$ cat src/rtl/wb_pkg.sv
// Shared writeback types and constants for the MEM/WB stage buffer.
package wb_pkg;

  localparam int unsigned WB_XLEN = 32;
  localparam int unsigned RD_W    = 5;
  localparam int unsigned MAX_CH  = 4;

  typedef struct packed {
    logic [RD_W-1:0]    rd;
    logic               en;
    logic [WB_XLEN-1:0] value;
  } wb_ch_t;

  typedef wb_ch_t [MAX_CH-1:0] wb_pkt_t;

  localparam logic            DISABLE = 1'b0;
  localparam logic [RD_W-1:0] ZERO    = '0;

endpackage

$ cat src/rtl/wb_stage_buffer_if.sv
// Elastic writeback bus: ingress packet, egress head packet, forwarding lookups.
interface wb_stage_buffer_if #(
  parameter int unsigned XLEN   = 32,
  parameter int unsigned NUM_CH = 1,
  parameter int unsigned DEPTH  = 2,
  parameter int unsigned NUM_RS = 2
);
  localparam int unsigned CNT_W = $clog2(DEPTH) + 1;

  logic                     flush;
  logic                     in_valid_i;
  logic                     in_ready_o;
  logic [NUM_CH*5-1:0]      in_rd_i;
  logic [NUM_CH-1:0]        in_wb_en_i;
  logic [NUM_CH*XLEN-1:0]   in_value_i;
  logic                     out_valid_o;
  logic                     out_ready_i;
  logic [NUM_CH*5-1:0]      wb_rd_o;
  logic [NUM_CH-1:0]        wb_en_o;
  logic [NUM_CH*XLEN-1:0]   wb_value_o;
  logic [CNT_W-1:0]         count_o;
  logic [NUM_RS*5-1:0]      rs_addr_i;
  logic [NUM_RS-1:0]        fwd_hit_o;
  logic [NUM_RS*XLEN-1:0]   fwd_value_o;

  modport master (
    output flush, in_valid_i, in_rd_i, in_wb_en_i, in_value_i, out_ready_i, rs_addr_i,
    input  in_ready_o, out_valid_o, wb_rd_o, wb_en_o, wb_value_o, count_o,
           fwd_hit_o, fwd_value_o
  );

  modport slave (
    input  flush, in_valid_i, in_rd_i, in_wb_en_i, in_value_i, out_ready_i, rs_addr_i,
    output in_ready_o, out_valid_o, wb_rd_o, wb_en_o, wb_value_o, count_o,
           fwd_hit_o, fwd_value_o
  );
endinterface

$ cat src/rtl/wb_fifo_core.sv
// Circular packet store with wrapping pointers, occupancy count and synchronous flush.
module wb_fifo_core #(
  parameter int unsigned DEPTH = 2,
  parameter int unsigned W     = 8,
  localparam int unsigned CNT_W = $clog2(DEPTH) + 1,
  localparam int unsigned PTR_W = $clog2(DEPTH)
) (
  input  logic             clk_i,
  input  logic             n_rst,
  input  logic             flush,
  input  logic             push,
  input  logic             pop,
  input  logic [W-1:0]     wdata,
  output logic [W-1:0]     rdata,
  output logic [CNT_W-1:0] count,
  output logic             full
);

  logic [W-1:0]     mem_q [DEPTH];
  logic [W-1:0]     mem_d [DEPTH];
  logic [PTR_W-1:0] wr_ptr_q, wr_ptr_d;
  logic [PTR_W-1:0] rd_ptr_q, rd_ptr_d;
  logic [CNT_W-1:0] count_q, count_d;
  logic             push_ok, pop_ok;

  assign full    = (count_q == CNT_W'(DEPTH));
  assign push_ok = push & ~full;
  assign pop_ok  = pop & (count_q != '0);
  assign rdata   = mem_q[rd_ptr_q];
  assign count   = count_q;

  // Flush wins over push and pop; stored data is left stale but unreachable.
  always_comb begin
    mem_d    = mem_q;
    wr_ptr_d = wr_ptr_q;
    rd_ptr_d = rd_ptr_q;
    count_d  = count_q;
    if (flush) begin
      wr_ptr_d = '0;
      rd_ptr_d = '0;
      count_d  = '0;
    end else begin
      if (push_ok) begin
        mem_d[wr_ptr_q] = wdata;
        wr_ptr_d        = wr_ptr_q + PTR_W'(1);
      end
      if (pop_ok) begin
        rd_ptr_d = rd_ptr_q + PTR_W'(1);
      end
      count_d = count_q + CNT_W'(push_ok) - CNT_W'(pop_ok);
    end
  end

  always_ff @(posedge clk_i or negedge n_rst) begin
    if (!n_rst) begin
      for (int unsigned i = 0; i < DEPTH; i++) begin
        mem_q[i] <= '0;
      end
      wr_ptr_q <= '0;
      rd_ptr_q <= '0;
      count_q  <= '0;
    end else begin
      mem_q    <= mem_d;
      wr_ptr_q <= wr_ptr_d;
      rd_ptr_q <= rd_ptr_d;
      count_q  <= count_d;
    end
  end

endmodule

$ cat src/rtl/wb_stage_buffer.sv
// Multi-entry MEM/WB buffer: sanitises x0 writes, gates the head packet and
// forwards operands from the head entry.
module wb_stage_buffer
  import wb_pkg::*;
#(
  parameter int unsigned XLEN   = 32,
  parameter int unsigned NUM_CH = 1,
  parameter int unsigned DEPTH  = 2,
  parameter int unsigned NUM_RS = 2
) (
  input logic               clk_i,
  input logic               n_rst,
  wb_stage_buffer_if.slave  bus
);

  localparam int unsigned CH_W  = RD_W + 1 + XLEN;
  localparam int unsigned PKT_W = NUM_CH * CH_W;
  localparam int unsigned CNT_W = $clog2(DEPTH) + 1;

  typedef struct packed {
    logic [RD_W-1:0] rd;
    logic            en;
    logic [XLEN-1:0] value;
  } ch_t;

  ch_t [NUM_CH-1:0] in_pkt, head_raw, head;
  logic [CNT_W-1:0] count;
  logic             full, out_valid, push, pop;

  assign out_valid       = (count != '0);
  assign push            = bus.in_valid_i & ~full;
  assign pop             = out_valid & bus.out_ready_i;
  assign bus.in_ready_o  = ~full;
  assign bus.out_valid_o = out_valid;
  assign bus.count_o     = count;

  // A write to x0 is stored disabled so it can never reach the register file.
  always_comb begin
    in_pkt = '0;
    for (int unsigned c = 0; c < NUM_CH; c++) begin
      in_pkt[c].rd    = bus.in_rd_i[c*RD_W +: RD_W];
      in_pkt[c].en    = (bus.in_rd_i[c*RD_W +: RD_W] == ZERO) ? DISABLE : bus.in_wb_en_i[c];
      in_pkt[c].value = bus.in_value_i[c*XLEN +: XLEN];
    end
  end

  wb_fifo_core #(
    .DEPTH (DEPTH),
    .W     (PKT_W)
  ) u_fifo (
    .clk_i (clk_i),
    .n_rst (n_rst),
    .flush (bus.flush),
    .push  (push),
    .pop   (pop),
    .wdata (in_pkt),
    .rdata (head_raw),
    .count (count),
    .full  (full)
  );

  assign head = out_valid ? head_raw : '0;

  always_comb begin
    bus.wb_rd_o    = '0;
    bus.wb_en_o    = '0;
    bus.wb_value_o = '0;
    for (int unsigned c = 0; c < NUM_CH; c++) begin
      bus.wb_rd_o[c*RD_W +: RD_W]    = head[c].rd;
      bus.wb_en_o[c]                 = head[c].en;
      bus.wb_value_o[c*XLEN +: XLEN] = head[c].value;
    end
  end

  // Ascending scan so the highest matching channel overrides lower ones.
  always_comb begin
    bus.fwd_hit_o   = '0;
    bus.fwd_value_o = '0;
    for (int unsigned r = 0; r < NUM_RS; r++) begin
      for (int unsigned c = 0; c < NUM_CH; c++) begin
        if (head[c].en && (head[c].rd == bus.rs_addr_i[r*RD_W +: RD_W]) &&
            (bus.rs_addr_i[r*RD_W +: RD_W] != ZERO)) begin
          bus.fwd_hit_o[r]                = 1'b1;
          bus.fwd_value_o[r*XLEN +: XLEN] = head[c].value;
        end
      end
    end
  end

endmodule

$ cat src/flat_wrapper.sv
// flat-port wrapper written by rule: the top's interface ports become plain ports
module wb_stage_buffer_flat import wb_pkg::*;
#(
  parameter int unsigned XLEN   = 32,
  parameter int unsigned NUM_CH = 1,
  parameter int unsigned DEPTH  = 2,
  parameter int unsigned NUM_RS = 2
)
  (clk_i, n_rst, bus_flush, bus_in_valid_i, bus_in_rd_i, bus_in_wb_en_i, bus_in_value_i, bus_out_ready_i, bus_rs_addr_i, bus_in_ready_o, bus_out_valid_o, bus_wb_rd_o, bus_wb_en_o, bus_wb_value_o, bus_count_o, bus_fwd_hit_o, bus_fwd_value_o);
  wb_stage_buffer_if #(.XLEN(XLEN), .NUM_CH(NUM_CH), .DEPTH(DEPTH), .NUM_RS(NUM_RS)) bus_i ();
  input logic clk_i;
  input logic n_rst;
  input wire logic [$bits(bus_i.flush)-1:0] bus_flush;
  input wire logic [$bits(bus_i.in_valid_i)-1:0] bus_in_valid_i;
  input wire logic [$bits(bus_i.in_rd_i)-1:0] bus_in_rd_i;
  input wire logic [$bits(bus_i.in_wb_en_i)-1:0] bus_in_wb_en_i;
  input wire logic [$bits(bus_i.in_value_i)-1:0] bus_in_value_i;
  input wire logic [$bits(bus_i.out_ready_i)-1:0] bus_out_ready_i;
  input wire logic [$bits(bus_i.rs_addr_i)-1:0] bus_rs_addr_i;
  output wire logic [$bits(bus_i.in_ready_o)-1:0] bus_in_ready_o;
  output wire logic [$bits(bus_i.out_valid_o)-1:0] bus_out_valid_o;
  output wire logic [$bits(bus_i.wb_rd_o)-1:0] bus_wb_rd_o;
  output wire logic [$bits(bus_i.wb_en_o)-1:0] bus_wb_en_o;
  output wire logic [$bits(bus_i.wb_value_o)-1:0] bus_wb_value_o;
  output wire logic [$bits(bus_i.count_o)-1:0] bus_count_o;
  output wire logic [$bits(bus_i.fwd_hit_o)-1:0] bus_fwd_hit_o;
  output wire logic [$bits(bus_i.fwd_value_o)-1:0] bus_fwd_value_o;
  assign bus_i.flush = bus_flush;
  assign bus_i.in_valid_i = bus_in_valid_i;
  assign bus_i.in_rd_i = bus_in_rd_i;
  assign bus_i.in_wb_en_i = bus_in_wb_en_i;
  assign bus_i.in_value_i = bus_in_value_i;
  assign bus_i.out_ready_i = bus_out_ready_i;
  assign bus_i.rs_addr_i = bus_rs_addr_i;
  assign bus_in_ready_o = bus_i.in_ready_o;
  assign bus_out_valid_o = bus_i.out_valid_o;
  assign bus_wb_rd_o = bus_i.wb_rd_o;
  assign bus_wb_en_o = bus_i.wb_en_o;
  assign bus_wb_value_o = bus_i.wb_value_o;
  assign bus_count_o = bus_i.count_o;
  assign bus_fwd_hit_o = bus_i.fwd_hit_o;
  assign bus_fwd_value_o = bus_i.fwd_value_o;
  wb_stage_buffer #(.XLEN(XLEN), .NUM_CH(NUM_CH), .DEPTH(DEPTH), .NUM_RS(NUM_RS)) u_core (.clk_i(clk_i), .n_rst(n_rst), .bus(bus_i));
endmodule
$ cat config.mk
export PLATFORM = sky130hd
export DESIGN_NAME = wb_stage_buffer_flat
export DESIGN_NICKNAME = d
export VERILOG_FILES = /design/src/rtl/wb_pkg.sv /design/src/rtl/wb_stage_buffer_if.sv /design/src/rtl/wb_fifo_core.sv /design/src/rtl/wb_stage_buffer.sv /design/src/flat_wrapper.sv
export SDC_FILE = /design/constraint.sdc
export NUM_CORES = 1
export LEC_CHECK = 0
export CORE_ASPECT_RATIO = 0.9
export CORE_MARGIN = 5
export CORE_UTILIZATION = 40
export CTS_BUF_LIST = sky130_fd_sc_hd__clkbuf_8
export CTS_CLUSTER_SIZE = 24
export DETAILED_ROUTE_END_ITERATION = 6
export PLACE_DENSITY = 0.76
export SYNTH_ARGS = -nofsm -noshare
export SYNTH_HDL_FRONTEND = slang
export SYNTH_SLANG_ARGS = --single-unit
$ cat constraint.sdc
create_clock -name clk_i -period 5.6 [get_ports clk_i]
set_input_delay 0.84 -clock clk_i [delete_from_list [all_inputs] [get_ports clk_i]]
set_output_delay 0.84 -clock clk_i [all_outputs]
set_load 0.02 [all_outputs]
Word level (Yosys, flattened, before mapping). Index checks and enable logic that the tools add are counted.

Register bits: 80. Output and inout port bits: 108. Word-level logic and storage cells: 52. Bits of input ports: 53.

Add/subtract/negate cells: 4. Bitwise gates (word level): 8. Multiplexer cells: 17. $lt $le $gt $ge: 3. Equality and inequality tests: 3. Reductions and logical operators: 12.

Operator list (count): 38-bit 2-to-1 mux (5); 76-bit bitwise mux (1); 32-bit 2-to-1 mux (2); 38-bit demux with 1-bit select (1); 5-bit == test (2); 5-bit nonzero test (2); 1-bit 2-to-1 mux (7); 2-bit nonzero test (3); 1-bit logical AND (5); 5-bit logical NOT (1); 1-bit AND (4); 2-bit >= comparator, second input constant (2); 1-bit NOT with 2-bit output (2); 1-bit adder, second input constant (2); 2-bit by 1-bit adder with 2-bit output (1); 2-bit == test, second input constant (1); 2-bit by 1-bit < comparator with 1-bit output, second input constant (1); 2-bit 2-to-1 mux (1); 1-bit NOT (2); 2-bit AND reduction (1); 2-bit by 1-bit subtractor with 2-bit output (1).

Logic depth before layout (Yosys ltp).
Depth in word-level cells: 9. Mapped depth: 8. Gate-level depth less buffers: 8.

Modules after synthesis. A second synthesis with hierarchy kept.

Cell total of the unflattened synthesis: 407. Area total of the unflattened synthesis: 4611.9 µm².

By module, submodules not included: wb_fifo_core (area an instance 3523.4 µm², sequential area each 2001.9 µm², times used 1, cells an instance 226); wb_stage_buffer (area an instance 1088.5 µm², sequential area each 0.0 µm², times used 1, cells an instance 181).

Least setup slack after synthesis. OpenSTA, ideal clock, no wires.

Path type: register to output. Start: reg u_core.u_fifo.count_q[1], in the netlist u_core.u_fifo.count[1]. End: out bus_fwd_value_o[40]. Setup slack: 2649 ps. Path buffers: 1. Arrival time: 2111 ps. Stages on the path, launching flop included: 7. Data required time: 4760 ps. Cells stage by stage: dfrtp_1 > nor2_4 > inv_1 > a211oi_2 > buf_2 > nor2_1 > nor4_1.

Longest elaborated chain between the ends: 6.

Ends and longest elaborated chain: start: declaration (line wb_fifo_core.sv:23) `logic [CNT_W-1:0] count_q, count_d;`; start signal: assignment (line wb_fifo_core.sv:66) `count_q <= count_d;`; 2-bit nonzero test (*) (line wb_stage_buffer.sv:30) `assign out_valid = (count != '0);`; named net bus_out_valid_o (line flat_wrapper.sv:21) `output wire logic [$bits(bus_i.out_valid_o)-1:0] bus_out_valid_o;`; 38-bit 2-to-1 mux (*) (line wb_stage_buffer.sv:62) `assign head = out_valid ? head_raw : '0;`; 5-bit == test (line wb_stage_buffer.sv:81) `if (head[c].en && (head[c].rd == bus.rs_addr_i[r*RD_W +: RD_W]) &&`; 1-bit logical AND (2 in series) (line wb_stage_buffer.sv:81); 32-bit 2-to-1 mux (*) (line wb_stage_buffer.sv:81); end: declaration (line flat_wrapper.sv:27) `output wire logic [$bits(bus_i.fwd_value_o)-1:0] bus_fwd_value_o;`.

Mark *: on every way through the listed nets, which the timed path passes. The rest lies on a longest branch.

Worst setup path in the final report.
Start: reg u_core.u_fifo.rd_ptr_q. End: out bus_fwd_value_o[56].

Longest elaborated chain between the ends: 9.

Ends and longest elaborated chain: start: declaration (line wb_fifo_core.sv:22) `logic [PTR_W-1:0] rd_ptr_q, rd_ptr_d;`; start signal: assignment (line wb_fifo_core.sv:65) `rd_ptr_q <= rd_ptr_d;`; 1-bit NOT with 2-bit output (implied by the code) (*) (line wb_fifo_core.sv:29) `assign rdata = mem_q[rd_ptr_q];`; 38-bit 2-to-1 mux (implied by the code) (*) (3 in series) (line wb_fifo_core.sv:29); 38-bit 2-to-1 mux (*) (line wb_stage_buffer.sv:62); 5-bit == test (line wb_stage_buffer.sv:81); 1-bit logical AND (2 in series) (line wb_stage_buffer.sv:81); 32-bit 2-to-1 mux (*) (line wb_stage_buffer.sv:81).

Mark *: on every way between the ends. The rest lies on a longest branch, timed or not. The select of a mux whose other input is x is not followed.

==> impl_metrics.yaml <==
cts:
  cts-root-buf: "clkbuf_8"
  clock_sinks: 80
  ctsHoldBuffers: 0
  cts_resized: 0
  clk_pin_slew_worst_paths_ps: 80
  clk_latency_ps: 350
  cts_buffers: 9
  htree_levels: 3
  clock_path_buffers: 2
  post_cts_buffers: 0
  cts_tree: "built"
synthesis:
  synth_area_per_cell_um2: 10.88
  ys_warn_count: 0
  netlist_area_um2: 4897
  synthCells: 450
  ys_ff_latch: 80
  synth_area_leaders: "dfrtp_1 41%, mux2_2 17%, mux2i_1 7.4%"
  syn_nets: 505
  synth_seq_area_share_pct: 40.88
  yosys.area.top_type_share_pct: 40.88
  yosysTopAreaCell: "dfrtp_1"
  ys_types: 38
power:
  p_comb_share_pct: 56.6
  power.share.clock_pct: 14.1
  p_leak_nw: 2.362
  swShare_pct: 45.13
  p_int_mw: 1.944
  power_density_nw_per_um2: 522.4
  ir_worst_vdd_mv: 0.2195
  p_sw_mw: 1.599
  power_frac_seq_pct: 29.2
placement:
  place.gp.congestion: 0.7838
  dp_hpwl_um: 10320
  place.port_buffers: 160
critical_path:
  cp-startpoint: "u_core.u_fifo.rd_ptr_q"
  arrival_ps: 3890
  path_class: "flip-flop to primary output"
  cp-end-kind: "primary output"
  crit_required_ps: 4760
  start_kind: "flip-flop"
  crit_slowest_cell: "and3_1"
  slowest_delay_ps: 1050
  crit_chain: "mux2_2 -> and3_1 -> nor2_1 -> nor4_1 -> clkdlybuf4s50_1"
  timing.rr.start: "u_core.u_fifo.count[1]"
  critPathMaxFanout: 30
sta:
  tightest_slew_ps: 1288
  rsz0062_at_grt: "false"
  drv_slew: 0
  tns_ps: 0
  clock_skew_ps: 7.582
  setup_viol: 0
  fin_crit_ps: 4732
  slew-limit-headroom_pct: 14.15
  min_period_over_period_pct: 84.50
  max_freq_mhz: 211.3
  hold_viol: 0
run_status:
  status: "completed"
drt:
  vias: 4164
  wl_per_cell_um: 19.70
  drc: 0
  dr.pass1.iters: 5
  vias_per_cell: 5.537
  drt_iter0_drc: 282
  ant_nets: 0
  routed_wl_um: 14820
die:
  chipHeight_um: 115.0
  coreArea_um2: 12030
  boundaryPins: 161
  num_rows: 38
  dieArea_um2: 14560
  fp.dieW_um: 126.6
  initial_core_util_pct: 40.71
final_layout:
  diodes: 0
  fillers: 1012
  nets: 642
  final_common_cell: "clkdlybuf4s50_1"
  utilization_pct: 56.39
  drive_gt1_share_pct: 24.66
  layout_common_cells: "159 x clkdlybuf4s50_1, 79 x dfrtp_1, 75 x mux2_2"
  regArea_um2: 2003
  syn_to_final_growth_pct: 38.50
  multi_input_comb_area_um2: 2654
global_routing:
  grt_pass1_wl_um: 23390
  antenna_found_initial: 0
  grt_start_max_net_pins: 81
  grt_overflow: 0
  grt_pass1_vias: 4442
  track_usage_pct: 20.20
job:
  cap_viol_max_count: 0
worst_hold_path:
  hp-start: "u_core.u_fifo.mem_q[32]"
  hp-class: "flip-flop to flip-flop"
-- synth_stat cells --
cell       count
nor3_1        32
nor2_1        40
or3_1          3
o211ai_2       1
buf_1          4
nor4_2         1
xor2_2         2
o21ai_0        4
nor2_2         1
and2_1         2
nand4_2        1
mux2i_1       36
nand4b_1       1
inv_1          3
nor3_2        30
dfrtp_1       80
a211oi_1       1
o21ai_1        1
ha_1           2
buf_4          9
and3_1         2
buf_6          7
nor4_1         6
mux2i_4        2
xor2_1         4
o2111ai_1     29
nor2b_1        1
nand2b_1       1
xnor2_1        2
buf_2         15
clkbuf_1       9
nor2_4         1
a211oi_2       1
xor2_4         1
mux2_2        75
or4_1          1
nand3_1        4
nand2_1       35
-- path summary, 6_finish.rpt --
kind	end	slack [ps]	cells after the start
setup / recovery	bus_fwd_value_o[56]	870	5
hold / removal	u_core.u_fifo.mem_q[32]	490	2
setup reg to reg	u_core.u_fifo.count[1]	3280	8
hold reg to reg	u_core.u_fifo.mem_q[32]	490	2
max in group asynchronous	u_core.u_fifo.mem_q[1]	4250	1
min in group asynchronous	u_core.u_fifo.mem_q[71]	640	1
-- registers in the layout, indices dropped and copies added (netlist names) --
name and cells:
u_core.u_fifo.count 2, u_core.u_fifo.mem_q 76, u_core.u_fifo.rd_ptr_q 1, u_core.u_fifo.wr_ptr_q 1
-- power by group through the flow --
stage	combinational (mW)	clock, mW	sequential, mW
floorplan	1.38	0	0.990
global placement	1.97	0	1.02
detailed placement	2.01	0	1.05
CTS	2.02	0.515	1.04
global route	2.16	0.537	1.06
finish	2.01	0.501	1.04
-- metal layers --
| metal | GRT usage (%) | vias up | part of all wire, % |
|---|---|---|---|
| met3 | 5.248 | 24 | 6.4 |
| met2 | 34.59 | 157 | 49 |
| met5 | 0 | - | 0 |
| met1 | 25.39 | 2075 | 43 |
| li1 | - | 1908 | - |
| met4 | 5.790 | 0 | 1.7 |
-- cell type report --
class                      count  area share, %
inverter                       3         0.1660
clock buffer                  12          2.435
timing repair buffer         170          24.68
sequential                    80          29.53
clock inverter                 4          1.107
multi-input combinational    323          39.13
tap                          160          2.951
-- stage by stage --
stage                     cells  setup slack [ps]  instance area, µm²  hold slack (ps)  total power [mW]
after floorplan             450              2649                4897            449.6             2.373
after global placement      736              1170                6543            465.7             2.995
after detailed placement    736              1018                6543            476.6             3.058
after CTS                   752             887.0                6783            495.7             3.570
after global routing        752             679.2                6783            519.4             3.765
final                       752             868.1                6783            492.7             3.543
-- kinds of logic (layout without fill, tap and decap cells) --
| group | count (synthesis) | in the layout | share of synthesized area (%) |
|---|---|---|---|
| AND/OR/NAND/NOR | 162 | 162 | 18.68 |
| multiplexers | 113 | 113 | 25.52 |
| flip-flops | 80 | 80 | 40.88 |
| buffers and inverters | 47 | 189 | 5.748 |
| AO/OA/AOI/OAI | 37 | 37 | 6.362 |
| XOR/XNOR | 9 | 9 | 2.299 |
| adder cells (fa/ha/maj) | 2 | 2 | 0.5109 |
-- critical path: cells and delay by family (launching register included) --
family	cells	cell delay (ps)
and+or+nand+nor	3	1690
DFF	1	780
muxes	1	380
buffers and inverters	1	670
Power figures use the tool's default switching activity.
==> variant (same flow settings) <==
`XLEN` is set to 32 in 3 places; all go to 48.
--- a/src/rtl/wb_stage_buffer_if.sv
+++ b/src/rtl/wb_stage_buffer_if.sv
@@ -2,3 +2,3 @@
 interface wb_stage_buffer_if #(
-  parameter int unsigned XLEN   = 32,
+  parameter int unsigned XLEN   = 48,
   parameter int unsigned NUM_CH = 1,
--- a/src/rtl/wb_stage_buffer.sv
+++ b/src/rtl/wb_stage_buffer.sv
@@ -5,3 +5,3 @@
 #(
-  parameter int unsigned XLEN   = 32,
+  parameter int unsigned XLEN   = 48,
   parameter int unsigned NUM_CH = 1,
--- a/src/flat_wrapper.sv
+++ b/src/flat_wrapper.sv
@@ -3,3 +3,3 @@
 #(
-  parameter int unsigned XLEN   = 32,
+  parameter int unsigned XLEN   = 48,
   parameter int unsigned NUM_CH = 1,
Ports: changed (resized bus_fwd_value_o, bus_in_value_i and bus_wb_value_o); port bits go from 161 to 225. The function was not compared with the original's and may differ.
==> variant against the unedited design <==
  * Cell area grew 45%
  * Sequential cell count grew 32
  * Total power grew 47%
  * Hold slack gained 0.021 ns
  * Register-to-register slack gained 0.17 ns
  * Area after synthesis grew 47%
  * Sequential share of layout area shrank 1.0 points
  * Setup slack gained 0.14 ns
  * Routed wire length grew 53%
==> variant: results (changes against the unedited design) <==
setup_path:
  worst-r2r-cell-count: 5  # -3
  reg2reg_from: "u_core.u_fifo.count[0]$_DFF_PN0_"
  critPathSlowestCell: "dfrtp_4"
  crit_fanout: 31  # +3.3%
  path_delay_family: "buffers and inverters"
  regToRegSetupSlack_ns: 3.45  # +0.17 ns
  cpPeakStageDelay_ns: 0.85  # -0.20 ns
  critical_path_arrival_ns: 3.75  # -0.14 ns
  reg2reg_to: "u_core.u_fifo.mem_q[85]$_DFFE_PN0P_"
timing:
  finalClockSkew_ns: 0.0132  # +0.00563 ns
  relSlewSlack_pct: 41.2  # +27 points
detailed_routing:
  routedWlPerCell_microns: 20.4  # +3.4%
  vias: 6199  # +49%
  wl_met2_microns: 10700  # +46%
  route.met3.wl_microns: 1690  # +79%
  drt_iter0_markers: 284  # +0.71%
  wl_met1_microns: 10000  # +59%
synth:
  ys_async_sr_fraction_pct: 100  # unchanged
  ys_types: 35  # -7.9%
  ys_warn_count: 0  # unchanged
  synthCells: 693  # +54%
  synth_fp_nets: 764  # +51%
  synth_commonest_cells: "112 x dfrtp_1, 106 x mux2_2, 57 x nand2_1"
layout:
  drive_gt1_share_pct: 27.4  # +2.7 points
  largest_reg_flops: 108  # +42%
  nets: 942  # +47%
  top_register: "u_core.u_fifo.mem_q"
pwr:
  powerSeq_mw: 1.46  # +40%
  vdd_drop_max_mv: 0.286  # +30%
  p_int_mw: 2.63  # +35%
  clk-power_mw: 0.467  # -6.8%
  p_leak_nw: 3.40  # +44%
hold_path:
  hold-path-cell-count: 1  # -1
  hp-start: "u_core.u_fifo.mem_q[41]$_DFFE_PN0P_"
global_route:
  grt_max_degree: 62  # -23%
  grt_pass1_wl_microns: 35300  # +51%
  grt_use_total_pct: 21.7  # +1.5 points
  met2_usage_pct: 35.4  # +0.81 points
  grt_pass1_vias: 6375  # +44%
placed_design:
  dp.cells: 1100  # +49%
  port_buffers: 224  # +40%
  place_hpwl_microns: 15700  # +52%
run_status:
  status: "finished, final reports clean"
clock_network:
  cts_buffer_depth: 2  # unchanged
[variant: metrics by stage]
stage          hold slack [ns]  worst slack [ns]  power [mW]  cell area [sq um]
3_5_place_dp             0.493              1.12        4.74               9650
6_report                 0.514              1.01        5.19               9830
3_3_place_gp             0.488              1.10        4.67               9650
4_1_cts                  0.517             0.965        5.22               9830
2_1_floorplan            0.450              2.57        3.58               7220
5_1_grt                  0.523             0.831        5.52               9830
[variant: final cells by class]
cell class	count	area (sq um)
Timing Repair Buffer	245	2410
Fill cell	1606	7840
Tap cell	240	300
Clock buffer	11	151
Sequential cell	112	2810
Multi-Input combinational cell	500	4120
Inverter	3	11.3
Clock inverter	5	37.5
[variant: cells by family (layout without fill, tap and decap cells)]
logic type	count (synthesis)	after routing	share of synthesized area (%)
flops	112	112	38.8
compound gates	52	52	7.54
mux	161	161	24.4
simple gates	277	277	22.2
buf+inv	81	264	5.70
xor+xnor	8	8	0.970
fa+ha+maj	2	2	0.346
[variant: how the worst max path moves through the flow]
stage / cells past startpoint / end / slack (ns) / from
6_report: 6 / bus_fwd_value_o[58] / 1.01 / u_core.u_fifo.rd_ptr_q$_DFFE_PN0P_
5_1_grt: 6 / bus_fwd_value_o[58] / 0.83 / u_core.u_fifo.rd_ptr_q$_DFFE_PN0P_
2_1_floorplan: 7 / bus_fwd_hit_o[1] / 2.57 / u_core.u_fifo.count[1]$_DFF_PN0_
3_5_place_dp: 7 / bus_fwd_value_o[58] / 1.12 / bus_rs_addr_i[7]
3_3_place_gp: 7 / bus_fwd_value_o[95] / 1.10 / bus_rs_addr_i[7]
4_1_cts: 6 / bus_fwd_value_o[58] / 0.96 / u_core.u_fifo.rd_ptr_q$_DFFE_PN0P_
